$ cat config.mk
export PLATFORM = sky130hd
export DESIGN_NAME = id_ex_reg
export DESIGN_NICKNAME = d
export VERILOG_FILES = /design/src/rtl/id_ex_reg.sv
export SDC_FILE = /design/constraint.sdc
export NUM_CORES = 1
export LEC_CHECK = 0
export CORE_MARGIN = 2
export CORE_UTILIZATION = 30
export CTS_BUF_LIST = sky130_fd_sc_hd__clkbuf_4
export DETAILED_ROUTE_END_ITERATION = 7
export PLACE_DENSITY = 0.62
export SLEW_MARGIN = 25
export SYNTH_ARGS = -nofsm -noshare
export SYNTH_HDL_FRONTEND = slang
export SYNTH_SLANG_ARGS = --single-unit
$ cat constraint.sdc
create_clock -name clk_i -period 0.9 [get_ports clk_i]
set_input_delay 0.18 -clock clk_i [delete_from_list [all_inputs] [get_ports clk_i]]
set_output_delay 0.18 -clock clk_i [all_outputs]
set_load 0.01 [all_outputs]
$ cat src/rtl/id_ex_reg.sv
// ID/EX pipeline register: control bundle, operands and register addresses
// with stall (hold), flush (bubble) and a registered valid bit.
//
// Ports:
//   clk_i, rst_i (async, active-low), stall_i, flush_i, valid_i
//   ctrl_i[CW], rs/rt_data_i[DW], imm_i[DW], rs/rt/rd_addr_i[AW]
//   valid_o, ctrl_o, rs/rt_data_o, imm_o, rs/rt/rd_addr_o
//   regwrite_o, memread_o : ctrl_o bits gated by valid_o
// Optional (macro IDEX_BUBBLE_CNT_EN): bubble_cnt_o[32], saturating count
//   of edges where a bubble enters the register.
module id_ex_reg #(
   parameter int DW = 32,
   parameter int AW = 5,
   parameter int CW = 9
) (
   input  logic          clk_i,
   input  logic          rst_i,
   input  logic          stall_i,
   input  logic          flush_i,
   input  logic          valid_i,
   input  logic [CW-1:0] ctrl_i,
   input  logic [DW-1:0] rs_data_i,
   input  logic [DW-1:0] rt_data_i,
   input  logic [DW-1:0] imm_i,
   input  logic [AW-1:0] rs_addr_i,
   input  logic [AW-1:0] rt_addr_i,
   input  logic [AW-1:0] rd_addr_i,
   output logic          valid_o,
   output logic [CW-1:0] ctrl_o,
   output logic [DW-1:0] rs_data_o,
   output logic [DW-1:0] rt_data_o,
   output logic [DW-1:0] imm_o,
   output logic [AW-1:0] rs_addr_o,
   output logic [AW-1:0] rt_addr_o,
   output logic [AW-1:0] rd_addr_o,
   output logic          regwrite_o,
   output logic          memread_o
`ifdef IDEX_BUBBLE_CNT_EN
   ,
   output logic [31:0]   bubble_cnt_o
`endif
);

   localparam int REGWRITE_BIT = 8;
   localparam int MEMREAD_BIT  = 6;

   typedef enum logic {
      EMPTY = 1'b0,
      FULL  = 1'b1
   } state_t;

   state_t        state_q;
   state_t        state_d;
   logic          load;
   logic [CW-1:0] ctrl_q;
   logic [DW-1:0] rs_data_q;
   logic [DW-1:0] rt_data_q;
   logic [DW-1:0] imm_q;
   logic [AW-1:0] rs_addr_q;
   logic [AW-1:0] rt_addr_q;
   logic [AW-1:0] rd_addr_q;

   // flush beats stall beats load
   assign load = !flush_i && !stall_i;

   always_ff @(posedge clk_i or negedge rst_i) begin
      if (!rst_i) begin
         state_q <= EMPTY;
      end else begin
         state_q <= state_d;
      end
   end

   always_comb begin
      state_d = state_q;
      if (flush_i) begin
         state_d = EMPTY;
      end else if (load) begin
         state_d = valid_i ? FULL : EMPTY;
      end
   end

   always_comb begin
      valid_o    = (state_q == FULL);
      regwrite_o = ctrl_q[REGWRITE_BIT] && valid_o;
      memread_o  = ctrl_q[MEMREAD_BIT] && valid_o;
   end

   // bubbles are fully zeroed so nothing stale leaks into forwarding
   always_ff @(posedge clk_i or negedge rst_i) begin
      if (!rst_i) begin
         ctrl_q    <= '0;
         rs_data_q <= '0;
         rt_data_q <= '0;
         imm_q     <= '0;
         rs_addr_q <= '0;
         rt_addr_q <= '0;
         rd_addr_q <= '0;
      end else if (flush_i) begin
         ctrl_q    <= '0;
         rs_data_q <= '0;
         rt_data_q <= '0;
         imm_q     <= '0;
         rs_addr_q <= '0;
         rt_addr_q <= '0;
         rd_addr_q <= '0;
      end else if (load) begin
         ctrl_q    <= valid_i ? ctrl_i : '0;
         rs_data_q <= rs_data_i;
         rt_data_q <= rt_data_i;
         imm_q     <= imm_i;
         rs_addr_q <= rs_addr_i;
         rt_addr_q <= rt_addr_i;
         rd_addr_q <= rd_addr_i;
      end
   end

   assign ctrl_o    = ctrl_q;
   assign rs_data_o = rs_data_q;
   assign rt_data_o = rt_data_q;
   assign imm_o     = imm_q;
   assign rs_addr_o = rs_addr_q;
   assign rt_addr_o = rt_addr_q;
   assign rd_addr_o = rd_addr_q;

`ifdef IDEX_BUBBLE_CNT_EN
   logic [31:0] bubble_cnt_q;
   logic        bubble_in;

   assign bubble_in = flush_i || (load && !valid_i);

   always_ff @(posedge clk_i or negedge rst_i) begin
      if (!rst_i) begin
         bubble_cnt_q <= '0;
      end else if (bubble_in && (bubble_cnt_q != 32'hFFFF_FFFF)) begin
         bubble_cnt_q <= bubble_cnt_q + 32'd1;
      end
   end

   assign bubble_cnt_o = bubble_cnt_q;
`endif

endmodule

* Word-level counts from Yosys, hierarchy flattened *
Index checks and enable logic that the tools add are counted.

operators by class
  multiplexer cells = 18
  reductions and logical operators = 6

operators by type and width
  kind                number
  32-bit 2-to-1 mux   6
  5-bit 2-to-1 mux    6
  9-bit 2-to-1 mux    3
  1-bit logical AND   3
  1-bit 2-to-1 mux    3
  1-bit zero test     2
  2-bit nonzero test  1

storage, ports and cells
  register bits after elaboration = 121
  word-level logic and storage cells = 32

* Depth between registers and ports, before layout *
Gate-level depths: netlist (run 1).

  word-level depth = 4
  depth in mapped cells = 5
  gate-level depth less buffers = 2

* Least setup slack after synthesis (run 1) *
OpenSTA, ideal clock, no wires.

  path type = input to register
  start point = input stall_i
  end point = register imm_q[16] (netlist: imm_o[16])
  library setup time = 132 ps
  data arrival time = 823 ps
  data required time = 768 ps
  slack = -55 ps
  stages on the path = 5
  buffers on the path = 3
  cells stage by stage = buf_4 -> buf_8 -> buf_8 -> mux2i_1 -> nor2_1

on the way
  word-level cells in the longest chain between the ends = 3

RTL lines
  what                          line  text
  start: declaration            18    input logic stall_i,
  1-bit zero test               64    assign load = !flush_i && !stall_i;
  1-bit logical AND             64
  2-bit nonzero test (no line)  n/a
  end signal: assignment        111   imm_q <= imm_i;
  end: declaration              58    logic [DW-1:0] imm_q;

Every way passes these cells.
A chain may end at the register's enable or synchronous reset.

* Final worst setup path (run 1) *
  start point = register ctrl_q[8] (netlist: ctrl_o[8])
  end point = output regwrite_o

on the way
  word-level cells in the longest chain between the ends = 1

RTL lines
  what                      line  text
  start: declaration        55    logic [CW-1:0] ctrl_q;
  start signal: assignment  108   ctrl_q <= valid_i ? ctrl_i : '0;
  1-bit logical AND         85    regwrite_o = ctrl_q[REGWRITE_BIT] && valid_o;
  end: declaration          36    output logic regwrite_o,

Every way passes these cells.

==> results of run 1 <==
## layout by cell type (no fill, tap or decap)
master and count:
dfrtp_1 121, clkdlybuf4s50_1 121, mux2i_1 112, nor2_1 112, buf_2 75, buf_4 62
buf_6 51, clkbuf_4 19, a32o_1 9, buf_12 7, clkinv_1 4, clkinv_2 4
bufinv_16 3, and2_1 2, diode_2 1, inv_2 1, nor2b_2 1, nor2b_1 1
clkinvlp_4 1, dlygate4sd3_1 1
## flip-flops by register name, indices dropped and copies added, names as in the netlist
register and cells:
rt_data_o 32, rd_addr_o 5, imm_o 32, rt_addr_o 5, rs_data_o 32, rs_addr_o 5
valid_o 1, ctrl_o 9
## worst max-delay path, stage by stage, from the launching register on
cell and delay (ps):
dfrtp_1 420, and2_1 170, buf_2 130
## path summary, 6_finish.rpt
check,endpoint,depth (start not counted)
worst max register to register,rt_data_o[18]$_DFFE_PN0P_,4
worst min-delay path,rt_data_o[30]$_DFFE_PN0P_,2
worst min register to register,imm_o[20]$_DFFE_PN0P_,2
worst max-delay path,regwrite_o,2
max in group asynchronous,rt_data_o[16]$_DFFE_PN0P_,3
min in group clk_i,rs_addr_o[1]$_DFFE_PN0P_,4
## cells by family after synthesis
family	Yosys count	share of synthesized area, %
and+or+nand+nor	116	9.06
buffers and inverters	29	4.68
AOI/OAI and AO/OA	9	1.83
muxes	112	22.8
DFF	121	61.6
## synth_stat cells
library cell	n
buf_8	8
inv_2	1
nor2_1	112
mux2i_1	112
dfrtp_1	121
a32o_1	9
buf_4	5
and2_1	2
clkbuf_1	5
nor2b_1	2
buf_2	10
## final cells by class
class                   count  area, sq um  share of cell area [%]
flip-flops and latches    121         3030                    37.8
repair buffers            317         2780                    34.6
multi-input cells         237         1660                    20.7
well taps                 216          270                    3.37
clock buffers              19          143                    1.78
clock inverters            12          133                    1.65
inverters                   1         3.75                  0.0468
diodes                      1         2.50                  0.0312
## repair_timing
action                     CTS  global route
gates resized for setup    524            23
buffers inserted            17            25
hold endpoints to repair   121             0
hold buffers                 1             0
pin swaps                    2             6
setup endpoints to repair  132           125
## power groups by stage
stage	clock, uW	combinational [uW]	sequential (uW)
6_report	3890	2280	5910
3_5_place_dp	0	2330	6000
4_1_cts	4060	2200	5900
3_3_place_gp	0	2300	5990
5_1_grt	4320	2470	5950
2_1_floorplan	0	703	6130
## stage by stage
stage,hold WS [ps],setup slack [ps],total power [uW]
floorplan,-116,8.43,6840
global placement,66.1,-629,8290
detailed placement,70.0,-645,8340
CTS,14.6,-580,12200
global route,15.6,-616,12700
finish,71.4,-514,12100
## routing by layer
| metal | track usage (%) | share of wire, % | vias up |
|---|---|---|---|
| li1 | - | - | 1912 |
| met1 | 19.6 | 41 | 1950 |
| met2 | 27.2 | 49 | 168 |
| met3 | 7.11 | 8.2 | 19 |
| met4 | 6.16 | 1.9 | 0 |
| met5 | 0 | 0 | - |
==> run metrics, run 1 <==
clk buf depth 2; final worst slack -514 ps; RSZ-0062 raised after global routing yes; power density over the cells ~1500 nW/um^2; sequential power share between 40% and 50%; critical path type flip-flop to output port; # DRC 0; total grt overflow 0; violated checks setup timing; share of the synthesized area in the top cell type approximately 60%; routability cong. around 0.73; Max-Cap Viols 0; Initial DRC Count roughly 140; Slew headroom between 50% and 60%; IO Port Bufs 247; via count about 4,000; nets@finish slightly above 800; final instance area between 8000 and 9000 sq um; worst-path fanout max 3; FMAX 0.707 GHz; first-pass GRT wire length 22,800 um; Syn Inst Count 387; Synth Net Count slightly above 500; vias per inst roughly 4.4; Post-DP Area about 7800 sq um; Rows between 40 and 50; Avg Synthesized Cell Area roughly 13 sq um; Layout Cells excl Fill 924; ranking of synthesized cells by area dfrtp_1 62%, mux2i_1 23%, nor2_1 8.6%; dpl hpwl roughly 10,000 um; Mapped Area 4910 sq um; Tmin final around 1400 ps; Worst Skew 0 ps; vias in the first global route 4,224; DP Cell Count about 850; cell taking the most area after synthesis dfrtp_1; CP arrival roughly 1200 ps; Worst VDD drop 0.707 mV; H-tree level count 4; Die Ht roughly 130 um; sw frac 25.6%; largest net degree at the start of global routing ~40; first-pass detailed-route iteration total 4; Worst Setup SP ctrl_o[8]$_DFFE_PN0P_; post-layout util between 50% and 60%; post-route setup TNS -39,610 ps; Worst Hold Class input port to async pin; FF+latch count, synth approximately 120; max-slew violation count 0; Clk Latency, worst-skew pair around 500 ps; I/O pin total between 200 and 250; Slew @ Worst Pin between 600 and 700 ps; # clock sinks between 100 and 150; period utilization 157%; Tot GR Track Use ~17%; total CTS buffers 17; DRT antenna net count 0; portion of total power attributed to the clock network 32.2%; die area approximately 17,000 sq um; DR WL/cell 15.6 um; share of post-route cells with drive strength above 1 a little under a third; worst r2r src rt_data_o[18]$_DFFE_PN0P_; critical path capture point type output port; initial antenna violation count 1; Root Driver clkbuf_4; synthesis-to-finish area growth 63.1%; CP required around 720 ps; FF-to-FF setup slack -70 ps; power share of the combinational group a little under a fifth; Starting Density 30.8%; P_leak 0.00422 uW; Hold Fails Final Rpt 0; core area 15,900 sq um; chip width 132 um; Worst setup SP type flip-flop; internal power ~9000 uW; Ys Warns 0; Final Setup Violations approximately 130; Routed WL approximately 14,000 um; Net Sw Power ~3000 uW; final-layout fill cell count about 1,500; CTS clk-pin slew, worst paths between 100 and 150 ps; sequential area share after synthesis between 60% and 70%; Yosys cell types 11; status complete, but fails checks; TritonCTS clock tree built
Note: power is estimated with default switching activity, not from simulation.
==> run 2: changes to the inputs <==
- CORE_MARGIN: 2 -> 8
- SETUP_SLACK_MARGIN: unset -> 0.05
==> run 2 against run 1 <==
  * The run still ends with setup timing left
  * Sequential power is essentially flat
  * Cell area grew 0.70%
  * Setup slack gained 33 ps
  * Register-to-register slack gained 60 ps
  * Clock skew is the same
  * Via count grew 0.17%
  * Worst hold slack lost 3.5 ps
  * Wire length grew 12%
  * Total power shrank 2.8%
  * Final cell count shrank 1.5%
  * Flip-flop and latch count is the same
  * Fmax grew 2.4%
==> run metrics, run 2 (synthesis gave the netlist of run 1 again) <==
status complete, but fails checks (unchanged); violated checks setup timing (unchanged); Clk Latency, worst-skew pair 500 ps (about the same); first-pass GRT wire length 24,400 um (was 22,800 um); Hold Fails Final Rpt 0 (unchanged); vias in the first global route 4,465 (was 4,224); M1 GR Usage 16.6% (was 19.6%); synthesis-to-finish area growth 64.2% (was 63.1%); worst-path fanout max 3 (unchanged); post-route setup TNS -38,850 ps (was -39,610 ps); most frequent cells in the layout 121 x dfrtp_1, 121 x clkdlybuf4s50_1, 112 x mux2i_1, 112 x nor2_1, 85 x buf_6 (was 121 x dfrtp_1, 121 x clkdlybuf4s50_1, 112 x mux2i_1, 112 x nor2_1, 75 x buf_2); nets@finish 811 (was 820); initial antenna violation count 0 (was 1); CP arrival 1200 ps (was 1230 ps); total CTS buffers 17 (unchanged); met2 global-route usage 25.4% (was 27.2%); Slew @ Worst Pin 642 ps (was 655 ps); Routed WL 16,100 um (was 14,400 um); total grt overflow 0 (unchanged); chip width 144 um (was 132 um); RSZ-0062 raised after global routing yes (unchanged); Tot GR Track Use 15.4% (was 16.7%); critical path capture point type output port (unchanged); Starting Density 30.8% (unchanged); final total power 11,700 uW (was 12,100 uW); DRT antenna net count 0 (unchanged); Rows 46 (unchanged); max-slew violation count 0 (unchanged); Worst Setup SP ctrl_o[8]$_DFFE_PN0P_ (unchanged); Tmin final 1380 ps (was 1410 ps); power density over the cells 1460 nW/um^2 (was 1510 nW/um^2); Worst setup SP type flip-flop (unchanged); via count 4,056 (was 4,049); final hold slack 67.9 ps (was 71.4 ps); Final Setup Violations 124 (was 129); I/O pin total 248 (unchanged); vias per inst 4.46 (was 4.38); first-pass detailed-route iteration total 4 (unchanged); IO Port Bufs 247 (unchanged); sequential power share 50.5% (was 48.9%); sw frac 25.5% (was 25.6%); Net Sw Power 2990 uW (was 3090 uW); portion of total power attributed to the clock network 29.5% (was 32.2%); Initial DRC Count 109 (was 135); critical path type flip-flop to output port (unchanged); DP Cell Count 845 (was 854); Worst VDD drop 0.803 mV (was 0.707 mV); Max-Cap Viols 0 (unchanged); Root Driver clkbuf_4 (unchanged); P_leak 0.00417 uW (was 0.00422 uW); CTS clk-pin slew, worst paths 100 ps (was 110 ps); # clock sinks 121 (unchanged); Layout Cells excl Fill 910 (was 924); # DRC 0 (unchanged); period utilization 153% (was 157%); internal power 8750 uW (was 8990 uW); power share of the combinational group 20.1% (was 18.9%); Die Ht 144 um (was 132 um); final worst slack -481 ps (was -514 ps); hold_sp flush_i; routability cong. 0.726 (was 0.725); worst r2r src rs_data_o[23]$_DFFE_PN0P_ (was rt_data_o[18]$_DFFE_PN0P_); Worst Skew 0 ps (unchanged); post-layout util 50.6% (was 50.3%); largest net degree at the start of global routing 51 (was 41); Worst Hold Class input port to flip-flop (was input port to async pin); Slew headroom 57.1% (was 56.2%); share of post-route cells with drive strength above 1 30.4% (was 31.7%); grt peak-use layer met2 (unchanged); H-tree level count 4 (unchanged); core area 15,900 sq um (unchanged); final-layout fill cell count 1,479 (was 1,465); routing usage on met3 7.98% (was 7.11%); TritonCTS clock tree built (unchanged); dpl hpwl 11,900 um (was 10,500 um); CP required 720 ps (about the same); FMAX 0.724 GHz (was 0.707 GHz); DR WL/cell 17.7 um (was 15.6 um); die area 20,700 sq um (was 17,400 sq um); Antenna Diode Count 0 (was 1); clk buf depth 2 (unchanged)
==> run 2: final cells by class <==
| cell class | instances | area, sq um | share of cell area (%) |
|---|---|---|---|
| Timing Repair Buffer | 308 | 2880 | 35.7 |
| Clock inverter | 7 | 81.3 | 1.01 |
| Clock buffer | 20 | 150 | 1.86 |
| Inverter | 1 | 3.75 | 0.0465 |
| Sequential cell | 121 | 3030 | 37.5 |
| Multi-Input combinational cell | 237 | 1660 | 20.6 |
| Tap cell | 216 | 270 | 3.35 |
==> run 2: repair_timing <==
item,CTS,global route
hold endpoints to repair,122,0
cloned,0,0
pin swaps,1,16
setup endpoints to repair,132,143
buffers inserted,20,28
hold buffers,2,0
resized for setup,548,44
==> run 2: through the flow <==
stage | setup WS, ps | instance area, sq um
finish | -481 | 8070
global route | -595 | 8070
CTS | -565 | 7720
detailed placement | -658 | 7660
global placement | -622 | 7660
floorplan | 8.43 | 4930
==> run 2: path summary, 6_finish.rpt <==
path	slack (ps)	endpoint	cells past startpoint
hold / removal	70	imm_o[5]$_DFFE_PN0P_	3
hold reg to reg	530	rt_data_o[20]$_DFFE_PN0P_	2
setup reg to reg	-10	rs_data_o[23]$_DFFE_PN0P_	4
max in group asynchronous	250	rt_data_o[17]$_DFFE_PN0P_	3
setup / recovery	-480	regwrite_o	2
min in group asynchronous	100	rt_data_o[1]$_DFFE_PN0P_	2
==> run 2: worst max-delay path: stages (launching register included) <==
cell and delay (ps):
dfrtp_1 410, and2_1 160, buf_2 130
==> run 2: per-layer routing <==
| metal | routed length, um | share of wire, % |
|---|---|---|
| met5 | 0 | 0 |
| met3 | 1770 | 11 |
| met4 | 356 | 2.2 |
| met2 | 7920 | 49 |
| met1 | 6040 | 38 |
==> run 2: power by group through the flow <==
stage	sequential, uW	combinational, uW	clock, uW
after floorplan	6130	704	0
after global placement	5990	2280	0
after detailed placement	6000	2320	0
after CTS	5910	2240	3650
after global routing	5960	2540	3910
final	5930	2360	3460
